===== src/rtl/lsu_pkg.sv =====
// -----------------------------------------------------------------------------
// lsu_pkg
// Shared types and helpers for the load/store unit.
//   size_e  : access-size encoding as it arrives on req_size (2'b11 folds to word)
//   state_e : LSU control FSM states
// Helpers decode the raw size field, compute the lane offset actually used on the
// bus and detect naturally-misaligned accesses.
// -----------------------------------------------------------------------------
package lsu_pkg;

  typedef enum logic [1:0] {
    SZ_B = 2'b00,
    SZ_H = 2'b01,
    SZ_W = 2'b10
  } size_e;

  typedef enum logic [1:0] {
    IDLE = 2'b00,
    REQ  = 2'b01,
    WAIT = 2'b10,
    DONE = 2'b11
  } state_e;

  // 2'b11 is an unused encoding and behaves as a word access.
  function automatic size_e decode_size(input logic [1:0] sz);
    case (sz)
      2'b00:   return SZ_B;
      2'b01:   return SZ_H;
      default: return SZ_W;
    endcase
  endfunction

  // Byte offset inside the word once the bits below the access size are dropped.
  function automatic logic [1:0] align_offset(input size_e sz, input logic [1:0] off);
    case (sz)
      SZ_B:    return off;
      SZ_H:    return {off[1], 1'b0};
      default: return 2'b00;
    endcase
  endfunction

  function automatic logic is_misaligned(input size_e sz, input logic [1:0] off);
    case (sz)
      SZ_B:    return 1'b0;
      SZ_H:    return off[0];
      default: return off != 2'b00;
    endcase
  endfunction

endpackage


===== src/rtl/lsu_if.sv =====
// -----------------------------------------------------------------------------
// lsu_if
// Data-memory bus between the LSU (master) and the memory/interconnect (slave).
//   bus_req    master->slave  request strobe, held until bus_gnt
//   bus_we     master->slave  1 = write
//   bus_addr   master->slave  word-aligned address
//   bus_be     master->slave  byte enables, one per lane
//   bus_wdata  master->slave  lane-replicated store data
//   bus_gnt    slave->master  request accepted this cycle
//   bus_rvalid slave->master  read data valid
//   bus_rdata  slave->master  read data (whole word)
// -----------------------------------------------------------------------------
interface lsu_if #(
  parameter int WordSize = 32
);
  logic                bus_req;
  logic                bus_we;
  logic [WordSize-1:0] bus_addr;
  logic [3:0]          bus_be;
  logic [WordSize-1:0] bus_wdata;
  logic                bus_gnt;
  logic                bus_rvalid;
  logic [WordSize-1:0] bus_rdata;

  modport master (
    output bus_req, bus_we, bus_addr, bus_be, bus_wdata,
    input  bus_gnt, bus_rvalid, bus_rdata
  );

  modport slave (
    input  bus_req, bus_we, bus_addr, bus_be, bus_wdata,
    output bus_gnt, bus_rvalid, bus_rdata
  );
endinterface


===== src/rtl/lsu_align.sv =====
// -----------------------------------------------------------------------------
// lsu_align
// Purely combinational byte-lane steering for the LSU.
//   Store side: st_size/st_off/st_data -> st_be (byte enables) and st_lanes
//               (store data replicated across every lane of its size).
//   Load side : ld_rdata shifted down by ld_off bytes, truncated to ld_size and
//               zero- or sign-extended (ld_unsigned) -> ld_data.
// Lane logic is fixed at four byte lanes, so WordSize must be 32.
// -----------------------------------------------------------------------------
module lsu_align
  import lsu_pkg::*;
#(
  parameter int WordSize = 32
) (
  input  size_e               st_size,
  input  logic [1:0]          st_off,
  input  logic [WordSize-1:0] st_data,
  output logic [3:0]          st_be,
  output logic [WordSize-1:0] st_lanes,
  input  size_e               ld_size,
  input  logic [1:0]          ld_off,
  input  logic                ld_unsigned,
  input  logic [WordSize-1:0] ld_rdata,
  output logic [WordSize-1:0] ld_data
);

  function automatic logic [WordSize-1:0] extend_byte(input logic [7:0] b, input logic uns);
    return uns ? {{(WordSize-8){1'b0}}, b} : {{(WordSize-8){b[7]}}, b};
  endfunction

  function automatic logic [WordSize-1:0] extend_half(input logic [15:0] h, input logic uns);
    return uns ? {{(WordSize-16){1'b0}}, h} : {{(WordSize-16){h[15]}}, h};
  endfunction

  logic [WordSize-1:0] ld_shifted;

  always_comb begin
    st_be    = 4'b1111;
    st_lanes = st_data;
    case (st_size)
      SZ_B: begin
        st_be    = 4'b0001 << st_off;
        st_lanes = {4{st_data[7:0]}};
      end
      SZ_H: begin
        st_be    = 4'b0011 << st_off;
        st_lanes = {2{st_data[15:0]}};
      end
      default: ;
    endcase
  end

  // Bring the addressed byte down to lane 0 before truncating.
  assign ld_shifted = ld_rdata >> {ld_off, 3'b000};

  always_comb begin
    ld_data = ld_shifted;
    case (ld_size)
      SZ_B:    ld_data = extend_byte(ld_shifted[7:0], ld_unsigned);
      SZ_H:    ld_data = extend_half(ld_shifted[15:0], ld_unsigned);
      default: ;
    endcase
  end

endmodule


===== src/rtl/lsu.sv =====
// -----------------------------------------------------------------------------
// lsu
// Load/store unit sitting behind the EX/MEM register. Captures one memory op,
// runs it on the data bus and returns load results as a one-cycle write-back.
//   clk, rst      clock; asynchronous active-high reset
//   req_*, addr,  memory op from EX/MEM (valid, store flag, size, unsigned load,
//   wdata, rdn_in effective address, store data, load destination register)
//   stall         holds EX/MEM and earlier stages while the op is in flight
//   bus           lsu_if master: request/grant write-or-read, then rvalid data
//   wb_valid,     one-cycle load result pulse with destination and data;
//   wb_rdn,       wb_rdn/wb_data hold their last value between pulses
//   wb_data
//   misalign      one-cycle pulse for a trapped misaligned access
// Build option: define LSU_MISALIGN_TRAP_EN to trap misaligned half/word
// accesses instead of silently forcing them aligned (misalign tied 0 otherwise).
// FSM: IDLE -> REQ -> (WAIT for loads) -> DONE -> IDLE; a trapped access goes
// IDLE -> DONE so that stall drops and EX/MEM can move on.
// -----------------------------------------------------------------------------
module lsu
  import lsu_pkg::*;
#(
  parameter int WordSize = 32
) (
  input  logic                clk,
  input  logic                rst,
  input  logic                req_valid,
  input  logic                req_we,
  input  logic [1:0]          req_size,
  input  logic                req_unsigned,
  input  logic [WordSize-1:0] addr,
  input  logic [WordSize-1:0] wdata,
  input  logic [4:0]          rdn_in,
  output logic                stall,
  lsu_if.master               bus,
  output logic                wb_valid,
  output logic [4:0]          wb_rdn,
  output logic [WordSize-1:0] wb_data,
  output logic                misalign
);

  state_e state_q, state_d;

  size_e               req_sz;
  logic [1:0]          req_off;
  logic                accept;
  logic                trap;
  logic                trap_q;

  // Captured op (datapath only, no reset needed: read only after a capture).
  logic                op_we_q;
  size_e               op_size_q;
  logic                op_uns_q;
  logic [1:0]          op_off_q;
  logic [4:0]          op_rdn_q;

  logic                bus_we_q;
  logic [WordSize-1:0] bus_addr_q;
  logic [3:0]          bus_be_q;
  logic [WordSize-1:0] bus_wdata_q;

  logic [3:0]          st_be;
  logic [WordSize-1:0] st_lanes;
  logic [WordSize-1:0] ld_data;

  assign req_sz  = decode_size(req_size);
  assign req_off = align_offset(req_sz, addr[1:0]);
  assign accept  = (state_q == IDLE) && req_valid;

`ifdef LSU_MISALIGN_TRAP_EN
  assign trap     = accept && is_misaligned(req_sz, addr[1:0]);
  assign misalign = trap_q && (state_q == DONE);
`else
  assign trap     = 1'b0;
  assign misalign = 1'b0;
`endif

  lsu_align #(
    .WordSize (WordSize)
  ) u_align (
    .st_size     (req_sz),
    .st_off      (req_off),
    .st_data     (wdata),
    .st_be       (st_be),
    .st_lanes    (st_lanes),
    .ld_size     (op_size_q),
    .ld_off      (op_off_q),
    .ld_unsigned (op_uns_q),
    .ld_rdata    (bus.bus_rdata),
    .ld_data     (ld_data)
  );

  always_comb begin
    state_d = state_q;
    case (state_q)
      IDLE: if (accept)             state_d = trap ? DONE : REQ;
      REQ:  if (bus.bus_gnt)        state_d = op_we_q ? DONE : WAIT;
      WAIT: if (bus.bus_rvalid)     state_d = DONE;
      DONE:                         state_d = IDLE;
      default:                      state_d = IDLE;
    endcase
  end

  assign stall    = accept || (state_q == REQ) || (state_q == WAIT);
  assign wb_valid = (state_q == DONE) && !op_we_q && !trap_q;

  assign bus.bus_req   = (state_q == REQ);
  assign bus.bus_we    = bus_we_q;
  assign bus.bus_addr  = bus_addr_q;
  assign bus.bus_be    = bus_be_q;
  assign bus.bus_wdata = bus_wdata_q;

  // ---- op capture (IDLE -> REQ/DONE) ----
  always_ff @(posedge clk) begin
    if (accept) begin
      op_we_q   <= req_we;
      op_size_q <= req_sz;
      op_uns_q  <= req_unsigned;
      op_off_q  <= req_off;
      op_rdn_q  <= rdn_in;
    end
  end

  // ---- control, bus drive and write-back registers ----
  always_ff @(posedge clk or posedge rst) begin
    if (rst) begin
      state_q     <= IDLE;
      trap_q      <= 1'b0;
      bus_we_q    <= 1'b0;
      bus_addr_q  <= '0;
      bus_be_q    <= 4'b0000;
      bus_wdata_q <= '0;
      wb_rdn      <= 5'd0;
      wb_data     <= '0;
    end else begin
      state_q <= state_d;
      if (accept) begin
        trap_q <= trap;
        // Bus fields are loaded once here and stay put for the whole REQ phase.
        if (!trap) begin
          bus_we_q    <= req_we;
          bus_addr_q  <= {addr[WordSize-1:2], 2'b00};
          bus_be_q    <= st_be;
          bus_wdata_q <= st_lanes;
        end
      end
      if ((state_q == WAIT) && bus.bus_rvalid) begin
        wb_data <= ld_data;
        wb_rdn  <= op_rdn_q;
      end
    end
  end

endmodule


===== src/flat_wrapper.sv =====
// flat-port wrapper written by rule: the top's interface ports become plain ports
module lsu_flat import lsu_pkg::*;
#(
  parameter int WordSize = 32
)
  (clk, rst, req_valid, req_we, req_size, req_unsigned, addr, wdata, rdn_in, stall, wb_valid, wb_rdn, wb_data, misalign, bus_bus_req, bus_bus_we, bus_bus_addr, bus_bus_be, bus_bus_wdata, bus_bus_gnt, bus_bus_rvalid, bus_bus_rdata);
  lsu_if #(.WordSize(WordSize)) bus_i ();
  input  logic clk;
  input  logic rst;
  input  logic req_valid;
  input  logic req_we;
  input  logic [1:0] req_size;
  input  logic req_unsigned;
  input  logic [WordSize-1:0] addr;
  input  logic [WordSize-1:0] wdata;
  input  logic [4:0] rdn_in;
  output logic stall;
  output logic wb_valid;
  output logic [4:0] wb_rdn;
  output logic [WordSize-1:0] wb_data;
  output logic misalign;
  output wire logic [$bits(bus_i.bus_req)-1:0] bus_bus_req;
  output wire logic [$bits(bus_i.bus_we)-1:0] bus_bus_we;
  output wire logic [$bits(bus_i.bus_addr)-1:0] bus_bus_addr;
  output wire logic [$bits(bus_i.bus_be)-1:0] bus_bus_be;
  output wire logic [$bits(bus_i.bus_wdata)-1:0] bus_bus_wdata;
  input wire logic [$bits(bus_i.bus_gnt)-1:0] bus_bus_gnt;
  input wire logic [$bits(bus_i.bus_rvalid)-1:0] bus_bus_rvalid;
  input wire logic [$bits(bus_i.bus_rdata)-1:0] bus_bus_rdata;
  assign bus_bus_req = bus_i.bus_req;
  assign bus_bus_we = bus_i.bus_we;
  assign bus_bus_addr = bus_i.bus_addr;
  assign bus_bus_be = bus_i.bus_be;
  assign bus_bus_wdata = bus_i.bus_wdata;
  assign bus_i.bus_gnt = bus_bus_gnt;
  assign bus_i.bus_rvalid = bus_bus_rvalid;
  assign bus_i.bus_rdata = bus_bus_rdata;
  lsu #(.WordSize(WordSize)) u_core (.clk(clk), .rst(rst), .req_valid(req_valid), .req_we(req_we), .req_size(req_size), .req_unsigned(req_unsigned), .addr(addr), .wdata(wdata), .rdn_in(rdn_in), .stall(stall), .bus(bus_i), .wb_valid(wb_valid), .wb_rdn(wb_rdn), .wb_data(wb_data), .misalign(misalign));
endmodule

===== config.mk =====
export PLATFORM = sky130hd
export DESIGN_NAME = lsu_flat
export DESIGN_NICKNAME = d
export VERILOG_FILES = /design/src/rtl/lsu_pkg.sv /design/src/rtl/lsu_if.sv /design/src/rtl/lsu_align.sv /design/src/rtl/lsu.sv /design/src/flat_wrapper.sv
export SDC_FILE = /design/constraint.sdc
export NUM_CORES = 1
export LEC_CHECK = 0
export CAP_MARGIN = 25
export CORE_ASPECT_RATIO = 1.25
export CORE_UTILIZATION = 35
export DETAILED_ROUTE_END_ITERATION = 6
export GPL_TIMING_DRIVEN = 1
export PLACE_DENSITY = 0.68
export REMOVE_ABC_BUFFERS = 1
export SYNTH_ARGS = -nofsm -noshare
export SYNTH_HDL_FRONTEND = slang
export SYNTH_SLANG_ARGS = --single-unit

===== constraint.sdc =====
create_clock -name clk -period 4.5 [get_ports clk]
set_input_delay 0.9 -clock clk [delete_from_list [all_inputs] [get_ports clk]]
set_output_delay 0.9 -clock clk [all_outputs]
set_load 0.01 [all_outputs]

; ---- Word-level counts from Yosys, hierarchy flattened
; Index checks and enable logic that the tools add are counted.
[word_totals]
ff_bits = 117
out_inout_bits = 110
elab_cells = 47
[op_classes]
eq_ne = 9
shift = 3
n_mux = 12
n_reduce_logical = 11
[ops]
columns = operator, n
row1 = one-hot mux 32 bit (2 select lines), 2
row2 = two-way mux 32 bit, 2
row3 = right shift 32 x 5 -> 32 bit, 1
row4 = == test 2 x 1 -> 1 bit (second input constant), 4
row5 = zero test 2 bit, 4
row6 = one-hot mux 2 bit (2 select lines), 2
row7 = one-hot mux 2 bit (4 select lines), 1
row8 = one-hot mux 4 bit (2 select lines), 1
row9 = two-way mux 2 bit, 3
row10 = == test 2 bit (second input constant), 2
row11 = != test 2 x 1 -> 1 bit (second input constant), 2
row12 = left shift 1 x 2 -> 4 bit (first input constant), 1
row13 = left shift 2 x 2 -> 4 bit (first input constant), 1
row14 = logical AND 1 bit, 3
row15 = AND reduction 3 bit, 1
row16 = logical OR 1 bit, 2
row17 = != test 2 bit (second input constant), 1
row18 = zero test 1 bit, 1
row19 = two-way mux 1 bit, 1

; ---- Longest topological paths before layout
[logic_depth]
depth_word = 6
depth_mapped = 7
mapped_depth_nobuf = 6

; ---- Cells and area by module
; From an unflattened synthesis, not the netlist that was laid out.
[unflattened]
cells_unflattened = 426
area_unflattened_um2 = 5670.4
[by_module_without_submodules]
columns = mod, instances, cells_each, area_each_um2
row1 = lsu, 1, 261, 4440.5
row2 = lsu_align, 1, 165, 1229.9

; ---- Worst setup path after synthesis
; Ideal clock, no wire load.
[synth_path]
path_type = input to output
from = input port req_valid
to = output port stall
arrival_time_ns = 1.584
slack_ns = 2.016
cell_stages = 4
path_cell_list = nand2_1 > buf_2 > clkbuf_1 > nand3_1
[synth_via]
elab_chain_cells = 3
[synth_rtl]
columns = element, line_no
row1 = from (decl), flat_wrapper.sv:10  ; input logic req_valid;
row2 = logical AND 1 bit, lsu.sv:67  ; assign accept = (state_q == IDLE) && req_valid;
row3 = logical OR 1 bit (2 in series), lsu.sv:103  ; assign stall = accept || (state_q == REQ) || (state_q == WAIT);
row4 = to (decl), flat_wrapper.sv:17  ; output logic stall;
; Every way passes these cells.

; ---- Worst setup path in the final report
; Same ends and word-level chain as after synthesis.

==> metrics.yaml <==
overflow: 0
critPathMaxFanout: 3
dp.cells: 843
grt_pass1_vias: 4639
crit_arrival_ps: 2090
wl_per_cell_um: 16.96
die_w_um: 111.9
synthArstFlopShare_pct: 90.60
detail_route.vias_per_cell: 4.983
avgSynthCellArea_um2: 11.10
antenna_found_initial: 0
p_leak_nw: 3.453
place.gp.congestion: 0.8261
fp.dieArea_um2: 15590
synth_top_area_share_pct: 50.23
fin_tns_setup_ps: 0
synth_edf_count: 11
internal-power_mw: 3.619
relSlewSlack_pct: 38.85
clkTransAtPathRegs_ps: 60
hold_path_class: "reg2reg"
grt_max_degree: 64
layout_commonest_cell: "clkdlybuf4s50_1"
num_vias: 4365
slew_viol_final: 0
clkLatencyLatePin_ps: 400
power.share.sequential_pct: 34.2
yosysTopAreaCell: "dfrtp_1"
ios: 220
crit_buf_inv: 2
crit_family: "buffers and inverters"
track_usage_pct: 19.81
syn_to_final_growth_pct: 54.23
yosysWarningCount: 0
hold_buffers: 0
path_cells: "clkdlybuf4s50_1, nand2_2, nand3_1, clkdlybuf4s50_1"
clockRootBuffer: "clkbuf_16"
drtAntennaViolNets: 0
h-tree-depth: 4
antenna_cells: 0
max-vdd-ir-drop_v: 0.0003539
die_y_um: 139.3
final_cell_mix: "216 x clkdlybuf4s50_1, 106 x dfrtp_1, 61 x nand2_1, 56 x a21oi_1, 48 x mux2_2"
p_sw_mw: 1.713
crit_path_max_incr_delay_ps: 530
io_buffers: 216
clkSinkCount: 117
yosysSeqAreaShare_pct: 56.48
cts_tree: "built"
path_class: "in2out"
fmax_mhz: 334.7
coreArea_um2: 14590
crit_path_frequent_cell: "clkdlybuf4s50_1"
cts_buffers: 17
finalCriticalPeriod_ps: 2988
dp_hpwl_mm: 10.52
dr.first_iter.drc_count: 142
hold_violations: 0
worst_clock_skew_ps: 7.720
setup_viol: 0
status: "complete, but fails checks"
synth.area.top_cells: "dfrtp_1 50%, mux2_2 10%, mux2i_1 7.4%, edfxtp_1 6.3%, a21oi_1 5.3%"
p_sw_share_pct: 32.13
cp-end-kind: "output port"
grt_pass1_wl_mm: 24.21
pre_cts_slack_ps: 1501
dr.pass1.iters: 7
period_share_pct: 66.40
drc: 13
cts_setup_buffers: 0
synth-seq-cells: 117
drv_cap: 0
ctsResizeCount: 0
post-route-worst-setup-slack_ps: 1512
power_mw: 5.333
finish.cell_count_without_fillers: 876
worst_pin_slew_ps: 917.3
critical-path-slowest-cell: "clkdlybuf4s50_1"
synth_area_um2: 5281
cp-start-kind: "primary input"
syn_inst: 476
power.density_nw_per_um2: 654.7
layout-drive-gt1-share_pct: 13.75
combPwrFrac_pct: 42.4
p_clk_share_pct: 23.4
initial_core_util_pct: 36.19
clockBufferDepth: 2
violations: "design-rule violations"
holdWs_ps: 436.5
row_count: 49
nNetsFinal: 800
critPathRequiredTime_ps: 3600
synth_cell_types: 34
ys.flop_type: "dfrtp_1"
wirelength_mm: 14.86
rsz0062_at_grt: "no"
==> per-layer routing <==
metal  up-vias  share of wire [%]  global-route usage (%)
li1       2064                  -                       -
met1      2128                 39                   22.27
met2       161                 52                   35.01
met3        12                8.3                   7.186
met4         0                1.0                   5.619
met5         -                  0                       0
==> cell usage after synthesis, types with 6 or more instances <==
master / n
nand2_1: 62
dfrtp_1: 106
mux2i_1: 39
buf_2: 9
o21ai_0: 32
o2bb2ai_1: 8
nor2b_1: 6
nor2_1: 42
edfxtp_1: 11
a21oi_1: 56
clkbuf_1: 18
mux2_2: 48
==> registers in the layout, indices dropped and copies added (netlist names) <==
name and cells:
u_core.bus.bus_we 1, u_core.wb_data 32, u_core.op_size_q 2, u_core.op_off_q 2, u_core.state_q 2, u_core.bus.bus_wdata 32, u_core.op_we_q 1, u_core.bus.bus_be 4
u_core.op_rdn_q 5, u_core.op_uns_q 1, u_core.bus.bus_addr 30, u_core.wb_rdn 5
==> worst paths after layout <==
| kind | startpoint | to | slack, ps | depth (start not counted) |
|---|---|---|---|---|
| min | u_core.op_rdn_q[4]$_DFFE_PP_ | u_core.wb_rdn[4]$_DFFE_PP0P_ | 440 | 2 |
| min reg2reg | u_core.op_rdn_q[4]$_DFFE_PP_ | u_core.wb_rdn[4]$_DFFE_PP0P_ | 440 | 2 |
| max in group asynchronous | rst | u_core.wb_data[23]$_DFFE_PP0P_ | 2620 | 3 |
| max reg2reg | u_core.op_off_q[1]$_DFFE_PP_ | u_core.wb_data[30]$_DFFE_PP0P_ | 1790 | 5 |
| max | req_valid | stall | 1510 | 4 |
| min in group asynchronous | rst | u_core.bus.bus_addr[10]$_DFFE_PP0P_ | 990 | 2 |
==> kinds of logic after synthesis <==
group | count (synthesis) | synth area share, %
AND/OR/NAND/NOR | 119 | 9.358
adder cells (fa/ha/maj) | 5 | 1.185
buffers and inverters | 42 | 3.719
flip-flops | 117 | 56.48
multiplexers | 88 | 18.05
other | 1 | 0.07101
AO/OA/AOI/OAI | 104 | 11.13
==> tightest hold or removal path: stages, from the launching register on <==
cell and delay, ps:
edfxtp_1 320, nand2_1 40, nand2_1 40
==> final cells by class <==
type                    instances  area, µm²
well taps                     178      222.7
repair buffers                224       2250
inverters                       6      25.02
multi-input cells             319       2112
clock buffers                  19      442.9
flip-flops and latches        117       2983
clock inverters                13      110.1
fillers                      1289       6446
==> stage by stage <==
| stage | area (µm²) | utilization (%) |
|---|---|---|
| 5_1_grt | 8145 | 55.82 |
| 6_report | 8145 | 55.82 |
| 3_3_place_gp | 7550 | 51.74 |
| 4_1_cts | 8130 | 55.72 |
| 2_1_floorplan | 5115 | - |
| 3_5_place_dp | 7577 | 51.93 |
==> power by group through the flow <==
stage               Combinational, mW  Clock (mW)  Sequential [mW]
floorplan                       0.732           0             2.04
global placement                 2.21           0             1.82
detailed placement               2.27           0             1.85
CTS                              2.28        1.28             1.84
global route                     2.44        1.33             1.89
finish                           2.26        1.25             1.83
Note: power is estimated with default switching activity, not from simulation.
